**config.mk**
```make
export PLATFORM = sky130hd
export DESIGN_NAME = mem_arbiter_flat
export DESIGN_NICKNAME = d
export VERILOG_FILES = /design/src/rtl/mem_arb_pkg.sv /design/src/rtl/mem_arbiter_if.sv /design/src/rtl/arb_wait_cnt.sv /design/src/rtl/mem_arbiter.sv /design/src/flat_wrapper.sv
export SDC_FILE = /design/constraint.sdc
export NUM_CORES = 1
export LEC_CHECK = 0
export BUFFER_PORTS_ARGS = -buffer_cell sky130_fd_sc_hd__buf_4
export CORE_MARGIN = 2
export CORE_UTILIZATION = 44
export CTS_BUF_LIST = sky130_fd_sc_hd__clkbuf_4 sky130_fd_sc_hd__clkbuf_8 sky130_fd_sc_hd__clkbuf_16
export DETAILED_ROUTE_END_ITERATION = 12
export PLACE_DENSITY = 0.83
export SYNTH_ARGS = -nofsm -noshare
export SYNTH_HDL_FRONTEND = slang
export SYNTH_HIERARCHICAL = 1
export SYNTH_SLANG_ARGS = --single-unit
```
**constraint.sdc**
```tcl
create_clock -name clk -period 2.23 [get_ports clk]
set_input_delay 0.3345 -clock clk [delete_from_list [all_inputs] [get_ports clk]]
set_output_delay 0.3345 -clock clk [all_outputs]
set_load 0.03 [all_outputs]
```
**src/rtl/mem_arb_pkg.sv**
```systemverilog
// Shared types and sizes for mem_arbiter: the pending-read tag and the wait-counter width.
// Width macros ADDR_WIDTH / WORD_WIDTH fall back to defaults when the build does not set them.
`ifndef ADDR_WIDTH
`define ADDR_WIDTH 10
`endif
`ifndef WORD_WIDTH
`define WORD_WIDTH 32
`endif

package mem_arb_pkg;
  typedef enum logic [1:0] {
    PORT_NONE = 2'd0,
    PORT_IF   = 2'd1,
    PORT_D    = 2'd2
  } arb_port_e;

  localparam int WAIT_CNT_W   = 4;
  localparam int WAIT_CNT_MAX = (1 << WAIT_CNT_W) - 1;
endpackage

```
**src/rtl/mem_arbiter_if.sv**
```systemverilog
// Bundle of requester, memory and debug signals around mem_arbiter.
// slave = arbiter view, master = core/memory/bench view.
interface mem_arbiter_if #(
  parameter int ADDR_WIDTH = `ADDR_WIDTH,
  parameter int WORD_WIDTH = `WORD_WIDTH
) ();
  import mem_arb_pkg::*;

  // Handshake: a requester raises req with its address (and we/wdata for D) and holds
  // them until gnt is seen high in the same cycle; a read grant in cycle N yields
  // rvalid/rdata in cycle N+1; writes commit on the grant cycle with no response.
  logic                  if_req;
  logic [ADDR_WIDTH-1:0] if_addr;
  logic                  if_gnt;
  logic                  if_rvalid;
  logic [WORD_WIDTH-1:0] if_rdata;

  logic                  d_req;
  logic                  d_we;
  logic [ADDR_WIDTH-1:0] d_addr;
  logic [WORD_WIDTH-1:0] d_wdata;
  logic                  d_gnt;
  logic                  d_rvalid;
  logic [WORD_WIDTH-1:0] d_rdata;

  logic                  memRead;
  logic                  memWrite;
  logic [ADDR_WIDTH-1:0] address;
  logic [WORD_WIDTH-1:0] data_in;
  logic [WORD_WIDTH-1:0] data_out;

  arb_port_e             dbg_tag;
  logic [WAIT_CNT_W-1:0] dbg_if_wait;
  logic [WAIT_CNT_W-1:0] dbg_d_wait;

  modport slave (
    input  if_req, if_addr, d_req, d_we, d_addr, d_wdata, data_out,
    output if_gnt, if_rvalid, if_rdata, d_gnt, d_rvalid, d_rdata,
    output memRead, memWrite, address, data_in,
    output dbg_tag, dbg_if_wait, dbg_d_wait
  );

  modport master (
    output if_req, if_addr, d_req, d_we, d_addr, d_wdata, data_out,
    input  if_gnt, if_rvalid, if_rdata, d_gnt, d_rvalid, d_rdata,
    input  memRead, memWrite, address, data_in,
    input  dbg_tag, dbg_if_wait, dbg_d_wait
  );
endinterface

```
**src/rtl/arb_wait_cnt.sv**
```systemverilog
// Per-port starvation counter: counts stalled cycles while req is held, saturating,
// and flags the port once the count reaches MAX_WAIT.
module arb_wait_cnt
  import mem_arb_pkg::*;
#(
  parameter int MAX_WAIT = 4
) (
  input  logic                  clk,
  input  logic                  rst,
  input  logic                  req,
  input  logic                  gnt,
  output logic [WAIT_CNT_W-1:0] cnt,
  output logic                  starved
);
  always_ff @(posedge clk) begin
    if (rst || !req || gnt) begin
      cnt <= '0;
    end else if (cnt != WAIT_CNT_W'(WAIT_CNT_MAX)) begin
      cnt <= cnt + WAIT_CNT_W'(1);
    end
  end

  assign starved = (cnt >= WAIT_CNT_W'(MAX_WAIT));
endmodule

```
**src/rtl/mem_arbiter.sv**
```systemverilog
// Two-port (instruction fetch / data) arbiter in front of a single-port synchronous memory.
// Define MEM_ARB_RR_EN for round-robin tie-breaking; default is fixed D-over-IF priority.
module mem_arbiter
  import mem_arb_pkg::*;
#(
  parameter int ADDR_WIDTH = `ADDR_WIDTH,
  parameter int WORD_WIDTH = `WORD_WIDTH,
  parameter int MAX_WAIT   = 4
) (
  input logic          clk,
  input logic          rst,
  mem_arbiter_if.slave bus
);
  logic                  if_gnt, d_gnt;
  logic                  if_starved, d_starved;
  logic [WAIT_CNT_W-1:0] if_wait, d_wait;
  logic                  tie_d;
  logic [ADDR_WIDTH-1:0] addr_sel;
  logic [WORD_WIDTH-1:0] if_rdata_q, d_rdata_q;
  arb_port_e             tag_q, tag_d;

  arb_wait_cnt #(.MAX_WAIT(MAX_WAIT)) u_if_wait (
    .clk(clk), .rst(rst), .req(bus.if_req), .gnt(if_gnt), .cnt(if_wait), .starved(if_starved)
  );
  arb_wait_cnt #(.MAX_WAIT(MAX_WAIT)) u_d_wait (
    .clk(clk), .rst(rst), .req(bus.d_req), .gnt(d_gnt), .cnt(d_wait), .starved(d_starved)
  );

`ifdef MEM_ARB_RR_EN
  logic rr_d_q;  // 1: D wins the next tie

  always_ff @(posedge clk) begin
    if (rst)         rr_d_q <= 1'b0;
    else if (if_gnt) rr_d_q <= 1'b1;
    else if (d_gnt)  rr_d_q <= 1'b0;
  end
  assign tie_d = rr_d_q;
`else
  assign tie_d = 1'b1;
`endif

  // Starvation only matters on a tie; a lone requester is always granted.
  always_comb begin
    if_gnt = 1'b0;
    d_gnt  = 1'b0;
    if (!rst) begin
      if (bus.if_req && bus.d_req) begin
        if (if_starved)     if_gnt = 1'b1;
        else if (d_starved) d_gnt  = 1'b1;
        else if (tie_d)     d_gnt  = 1'b1;
        else                if_gnt = 1'b1;
      end else if (bus.if_req) begin
        if_gnt = 1'b1;
      end else if (bus.d_req) begin
        d_gnt = 1'b1;
      end
    end
  end

  always_ff @(posedge clk) begin
    if (rst) tag_q <= PORT_NONE;
    else     tag_q <= tag_d;
  end

  always_comb begin
    tag_d = PORT_NONE;
    if (if_gnt)                  tag_d = PORT_IF;
    else if (d_gnt && !bus.d_we) tag_d = PORT_D;
  end

  always_ff @(posedge clk) begin
    if (rst) begin
      if_rdata_q <= '0;
      d_rdata_q  <= '0;
    end else begin
      if (tag_q == PORT_IF) if_rdata_q <= bus.data_out;
      if (tag_q == PORT_D)  d_rdata_q  <= bus.data_out;
    end
  end

  assign addr_sel     = d_gnt ? bus.d_addr : bus.if_addr;
  assign bus.address  = addr_sel;
  assign bus.data_in  = bus.d_wdata;
  assign bus.memRead  = if_gnt | (d_gnt & ~bus.d_we);
  assign bus.memWrite = d_gnt & bus.d_we;
  assign bus.if_gnt   = if_gnt;
  assign bus.d_gnt    = d_gnt;

  // A read in flight when rst rises is dropped, so rvalid is masked during rst too.
  assign bus.if_rvalid = (tag_q == PORT_IF) && !rst;
  assign bus.d_rvalid  = (tag_q == PORT_D) && !rst;
  assign bus.if_rdata  = (tag_q == PORT_IF) ? bus.data_out : if_rdata_q;
  assign bus.d_rdata   = (tag_q == PORT_D) ? bus.data_out : d_rdata_q;

  assign bus.dbg_tag     = tag_q;
  assign bus.dbg_if_wait = if_wait;
  assign bus.dbg_d_wait  = d_wait;

  a_one_strobe: assert property (@(posedge clk) !(bus.memRead && bus.memWrite))
    else $error("memRead and memWrite asserted together");
  a_if_hold: assert property (@(posedge clk) disable iff (rst) (bus.if_req && !if_gnt) |=> bus.if_req)
    else $error("if_req dropped before if_gnt");
  a_d_hold: assert property (@(posedge clk) disable iff (rst) (bus.d_req && !d_gnt) |=> bus.d_req)
    else $error("d_req dropped before d_gnt");
endmodule

```
**src/flat_wrapper.sv**
```systemverilog
// flat-port wrapper written by rule: the top's interface ports become plain ports
module mem_arbiter_flat import mem_arb_pkg::*;
#(
  parameter int ADDR_WIDTH = `ADDR_WIDTH,
  parameter int WORD_WIDTH = `WORD_WIDTH,
  parameter int MAX_WAIT   = 4
)
  (clk, rst, bus_if_req, bus_if_addr, bus_d_req, bus_d_we, bus_d_addr, bus_d_wdata, bus_data_out, bus_if_gnt, bus_if_rvalid, bus_if_rdata, bus_d_gnt, bus_d_rvalid, bus_d_rdata, bus_memRead, bus_memWrite, bus_address, bus_data_in, bus_dbg_tag, bus_dbg_if_wait, bus_dbg_d_wait);
  mem_arbiter_if #(.ADDR_WIDTH(ADDR_WIDTH), .WORD_WIDTH(WORD_WIDTH)) bus_i ();
  input logic clk;
  input logic rst;
  input wire logic [$bits(bus_i.if_req)-1:0] bus_if_req;
  input wire logic [$bits(bus_i.if_addr)-1:0] bus_if_addr;
  input wire logic [$bits(bus_i.d_req)-1:0] bus_d_req;
  input wire logic [$bits(bus_i.d_we)-1:0] bus_d_we;
  input wire logic [$bits(bus_i.d_addr)-1:0] bus_d_addr;
  input wire logic [$bits(bus_i.d_wdata)-1:0] bus_d_wdata;
  input wire logic [$bits(bus_i.data_out)-1:0] bus_data_out;
  output wire logic [$bits(bus_i.if_gnt)-1:0] bus_if_gnt;
  output wire logic [$bits(bus_i.if_rvalid)-1:0] bus_if_rvalid;
  output wire logic [$bits(bus_i.if_rdata)-1:0] bus_if_rdata;
  output wire logic [$bits(bus_i.d_gnt)-1:0] bus_d_gnt;
  output wire logic [$bits(bus_i.d_rvalid)-1:0] bus_d_rvalid;
  output wire logic [$bits(bus_i.d_rdata)-1:0] bus_d_rdata;
  output wire logic [$bits(bus_i.memRead)-1:0] bus_memRead;
  output wire logic [$bits(bus_i.memWrite)-1:0] bus_memWrite;
  output wire logic [$bits(bus_i.address)-1:0] bus_address;
  output wire logic [$bits(bus_i.data_in)-1:0] bus_data_in;
  output wire logic [$bits(bus_i.dbg_tag)-1:0] bus_dbg_tag;
  output wire logic [$bits(bus_i.dbg_if_wait)-1:0] bus_dbg_if_wait;
  output wire logic [$bits(bus_i.dbg_d_wait)-1:0] bus_dbg_d_wait;
  assign bus_i.if_req = bus_if_req;
  assign bus_i.if_addr = bus_if_addr;
  assign bus_i.d_req = bus_d_req;
  assign bus_i.d_we = bus_d_we;
  assign bus_i.d_addr = bus_d_addr;
  assign bus_i.d_wdata = bus_d_wdata;
  assign bus_i.data_out = bus_data_out;
  assign bus_if_gnt = bus_i.if_gnt;
  assign bus_if_rvalid = bus_i.if_rvalid;
  assign bus_if_rdata = bus_i.if_rdata;
  assign bus_d_gnt = bus_i.d_gnt;
  assign bus_d_rvalid = bus_i.d_rvalid;
  assign bus_d_rdata = bus_i.d_rdata;
  assign bus_memRead = bus_i.memRead;
  assign bus_memWrite = bus_i.memWrite;
  assign bus_address = bus_i.address;
  assign bus_data_in = bus_i.data_in;
  assign bus_dbg_tag = bus_i.dbg_tag;
  assign bus_dbg_if_wait = bus_i.dbg_if_wait;
  assign bus_dbg_d_wait = bus_i.dbg_d_wait;
  mem_arbiter #(.ADDR_WIDTH(ADDR_WIDTH), .WORD_WIDTH(WORD_WIDTH), .MAX_WAIT(MAX_WAIT)) u_core (.clk(clk), .rst(rst), .bus(bus_i));
endmodule
```
* After elaboration in Yosys (flattened, before gate mapping)
Index checks and enable logic that the tools add are counted.
** Cells by class
- $add $sub $neg :: 2
- $lt $le $gt $ge :: 1
- Eq/ne operators :: 4
- Muxes and demuxes :: 14
- Bitwise logic cells :: 4
- Reductions and logical operators :: 13
** Operator list (number)
- 32-bit 2-to-1 mux :: 2
- 1-bit 2-to-1 mux :: 10
- 10-bit 2-to-1 mux :: 1
- 4-bit by 1-bit adder with 4-bit output, second input constant :: 2
- 4-bit != test, second input constant :: 2
- 4-bit by 3-bit >= comparator with 1-bit output, second input constant :: 1
- 1-bit logical AND :: 4
- 1-bit zero test :: 4
- 1-bit logical OR :: 4
- 1-bit bitwise AND :: 2
- 2-bit by 1-bit equality test with 1-bit output, second input constant :: 1
- 2-bit equality test, second input constant :: 1
- 2-bit 2-to-1 mux :: 1
- 2-bit OR reduction :: 1
- 1-bit NOT :: 1
- 1-bit bitwise OR :: 1
** Storage, ports and cells
- Flip-flop bits (word level) :: 74
- Input bits :: 89
- Output and inout port bits :: 122

* Longest topological paths before layout
- Word-level depth :: 7
- Mapped depth :: 5

* By module
The synthesis kept the hierarchy.
** Modules (own cells, without submodules)
- mem_arbiter :: instances 1, cells an instance 265, area each 3201.8 µm²
- arb_wait_cnt :: instances 2, cells an instance 20, area each 222.7 µm²

* Least setup slack after synthesis
Ideal clock, no wire load.
- Path type :: reg-to-output
- Start :: register u_core.u_if_wait.cnt[3]
- End :: output bus_address[2]
- Arrival time :: 1.839 ns
- Path slack :: 0.057 ns
- Cell stages (with the launch flop) :: 5
- Buffers on the path :: 1
- Path through :: dfxtp_1 or2_2 a211oi_2 buf_4 mux2_2
** On the way
- Word-level cells in the longest chain between the ends :: 5
** Ends and longest elaborated chain
- start, declared :: RTL line arb_wait_cnt.sv:12 : output logic [WAIT_CNT_W-1:0] cnt,
- start signal, assigned :: RTL line arb_wait_cnt.sv:19 : cnt <= cnt + WAIT_CNT_W'(1);
- 4-bit by 3-bit >= comparator with 1-bit output :: RTL line arb_wait_cnt.sv:23 : assign starved = (cnt >= WAIT_CNT_W'(MAX_WAIT));
- net u_core.if_starved :: RTL line mem_arbiter.sv:15 : logic if_starved, d_starved;
- 1-bit 2-to-1 mux :: RTL line mem_arbiter.sv:48 : if (if_starved) if_gnt = 1'b1;
- 1-bit 2-to-1 mux :: RTL line mem_arbiter.sv:47 : if (bus.if_req && bus.d_req) begin
- 1-bit 2-to-1 mux :: RTL line mem_arbiter.sv:46 : if (!rst) begin
- net bus_d_gnt :: RTL line flat_wrapper.sv:22 : output wire logic [$bits(bus_i.d_gnt)-1:0] bus_d_gnt;
- 10-bit 2-to-1 mux :: RTL line mem_arbiter.sv:81 : assign addr_sel = d_gnt ? bus.d_addr : bus.if_addr;
- end, declared :: RTL line flat_wrapper.sv:27 : output wire logic [$bits(bus_i.address)-1:0] bus_address;
The timed path passes the listed nets, and every way through them passes these cells.

* Final worst setup path
- Start :: register u_core.u_if_wait.cnt[3]
- End :: output bus_address[7]
** On the way
- Word-level cells in the longest chain between the ends :: 5
** Ends and longest elaborated chain (RTL line)
- 4-bit by 3-bit >= comparator with 1-bit output :: arb_wait_cnt.sv:23
- net u_core.if_starved :: mem_arbiter.sv:15
- 1-bit 2-to-1 mux :: mem_arbiter.sv:48
- 1-bit 2-to-1 mux :: mem_arbiter.sv:47
- 1-bit 2-to-1 mux :: mem_arbiter.sv:46
- 10-bit 2-to-1 mux :: mem_arbiter.sv:81
The timed path passes the listed nets, and every way through them passes these cells.

==> impl_metrics.env <==
export IMPL_worst_slew_pin_transition_ns=0.443
export IMPL_detail_route_iter0_violations=63
export IMPL_layout_worst_path_cycle_share_pct=98.9
export IMPL_fmax_mhz=453
export IMPL_tritoncts_num_buffers=9
export IMPL_length_in_cells_of_the_worst_reg_to_reg_path=6
export IMPL_power_density_nw_per_um2=661
export IMPL_gpl_final_weighted_congestion=0.802
export IMPL_route_detailed_drc=0
export IMPL_grt_pass1_wl_um=12200
export IMPL_die_w_um=95.0
export IMPL_detail_route_antenna_nets=0
export IMPL_tritoncts_clock_tree="done"
export IMPL_final_cell_count_no_fill=536
export IMPL_worst_ep_required_time_ns=1.90
export IMPL_synth_cell_area_um2=3640
export IMPL_final_core_utilization_pct=60.4
export IMPL_end_kind="output pin"
export IMPL_drv_cap=0
export IMPL_fin_setup_tns_ns=0
export IMPL_cts_path_max_buffers=2
export IMPL_initial_core_util_pct=44.8
export IMPL_report_final_slew_viol_count=0
export IMPL_detailed_place_area_um2=4590
export IMPL_standard_cell_core_area_um2=8130
export IMPL_layout_cells_most_common_list="sky130_fd_sc_hd__buf_4, sky130_fd_sc_hd__dfxtp_1, sky130_fd_sc_hd__nor2b_1, sky130_fd_sc_hd__mux2_4, sky130_fd_sc_hd__mux2_2"
export IMPL_path_buf_inv=2
export IMPL_crit_top_cell="sky130_fd_sc_hd__buf_6"
export IMPL_crit_path_max_incr_delay_ns=0.36
export IMPL_areaGrowthSynthToFinish_pct=35.0
export IMPL_crit_arrival_ns=1.87
export IMPL_cts_sink_count=74
export IMPL_warnings_from_yosys=6
export IMPL_startpoint_type="flip-flop"
export IMPL_cts_root_buf="sky130_fd_sc_hd__clkbuf_8"
export IMPL_r2r_end="u_core/u_d_wait/cnt[1]"
export IMPL_placed_cells=516
export IMPL_ctsHoldBuffers=0
export IMPL_layout_cell_area_non_filler_um2=4920
export IMPL_layout_cells_most_common="sky130_fd_sc_hd__buf_4"
export IMPL_critical_path_cell_chain="or2_4 > a211oi_4 > buf_6 > mux2_2 > buf_6"
export IMPL_critPathMaxFanout=8
export IMPL_total_power_mw=3.25
export IMPL_critical_path_reg2reg_startpoint="u_core/u_if_wait/cnt[3]"
export IMPL_synth_net_count=395
export IMPL_clock_latency_ns=0.33
export IMPL_drtPass1Iterations=6
export IMPL_routed_wire_length_per_instance_um=14.9
export IMPL_final_layout_size_suffix_gt1_share_pct=62.2
export IMPL_final_nets=517
export IMPL_grt_antenna_before_repair=0
export IMPL_maximum_number_of_pins_on_one_net_before_global_route_repair=45
export IMPL_final_fill_count=678
export IMPL_critical_path_depth=5
export IMPL_power_leakage_nw=2.36
export IMPL_hold_path_startpoint="bus_d_we"
export IMPL_io_pin_count=211
export IMPL_antenna_cells_inserted=0
export IMPL_dieArea_um2=9020
export IMPL_hold_viol=0
export IMPL_grtUsageTotal_pct=17.7
export IMPL_min_delay_path_class="in2reg"
export IMPL_num_vias=2567
export IMPL_rsz_0062_raised_after_global_routing="true"
export IMPL_detail_route_wirelength_um=8010
export IMPL_timing_setup_critical_path_class="reg2out"
export IMPL_worstHoldPathCells=2
export IMPL_worst_setup_hold_path_clk_slew_ns=0.07
export IMPL_worst_clock_skew_ns=0.00477
export IMPL_height_of_the_die_um=95.0
export IMPL_placed_wire_length_estimate_after_detailed_placement_um=5770
export IMPL_max_slew_margin_pct=70.4
export IMPL_postSynthCellCount=304
export IMPL_crit_slowest_cell="sky130_fd_sc_hd__mux2_2"
export IMPL_timing_final_crit_period_ns=2.21
export IMPL_run_status="completed"
export IMPL_cp_top_family="multiplexers"
export IMPL_htreeDepth=3
export IMPL_ff2ff_setup_slack_ns=0.49
export IMPL_setup_worst_path_start="u_core/u_if_wait/cnt[3]"
export IMPL_overflow=0
export IMPL_peakVddDrop_mv=0.329
export IMPL_port_buffers=146
export IMPL_synthesis_area_per_instance_um2=12.0
export IMPL_vias_per_cell=4.79
export IMPL_grt_pass1_vias=2613
export IMPL_worst_hold_path_endpoint="u_core/bus.dbg_tag[1]"
export IMPL_finalSetupViolCount=0
export IMPL_placement_rows=33
-- per-stage QoR --
step | hold slack (ns) | worst slack [ns]
2_1_floorplan | 0.406 | 0.0569
3_3_place_gp | 0.506 | 0.340
3_5_place_dp | 0.508 | 0.303
4_1_cts | 0.141 | 0.00613
5_1_grt | 0.135 | -0.0462
6_report | 0.169 | 0.0243
-- registers in the layout, indices dropped and copies added, names as in the netlist --
name,count
u_core/if_rdata_q,32
u_core/d_rdata_q,32
u_core/u_d_wait/cnt,4
u_core/bus.dbg_tag,2
u_core/u_if_wait/cnt,4
-- layout make-up --
class | count | area, µm² | area share (%)
clock buffer | 12 | 165 | 3.36
clock inverter | 4 | 72.6 | 1.48
inverter | 1 | 3.75 | 0.0764
multi-input combinational | 181 | 1820 | 37.1
sequential | 74 | 1480 | 30.2
tap | 105 | 131 | 2.67
timing repair buffer | 159 | 1240 | 25.2
-- report_power, final --
group          switching [mW]  leakage [nW]  total, mW  internal, mW
Combinational           0.347          1.64      0.684         0.336
Sequential             0.0164         0.602       1.38          1.36
Clock                   0.466         0.119       1.19         0.720
Total                   0.830          2.36       3.25          2.42
-- how the worst max path moves through the flow --
stage                                end  slack [ns]
after detailed placement  bus_address[0]        0.30
after global routing      bus_address[0]       -0.05
after floorplan           bus_address[2]        0.06
final                     bus_address[7]        0.02
after global placement    bus_address[0]        0.34
after CTS                 bus_address[7]       0.006
-- metal layers --
layer  part of all wire, %  GRT usage [%]
met5                     0              0
met4                   1.1           6.16
met3                   7.6           6.30
met2                    52           32.7
met1                    39           18.4
-- repair_timing --
| item | 4_1_cts | 5_1_grt |
|---|---|---|
| cloned | 1 | 0 |
| setup endpoints to repair | 10 | 10 |
| buffers inserted | 0 | 3 |
| endpoints found under the hold margin | 0 | 0 |
| pin swaps | 1 | 0 |
| gates resized for setup | 8 | 9 |
Note: power is estimated with default switching activity, not from simulation.
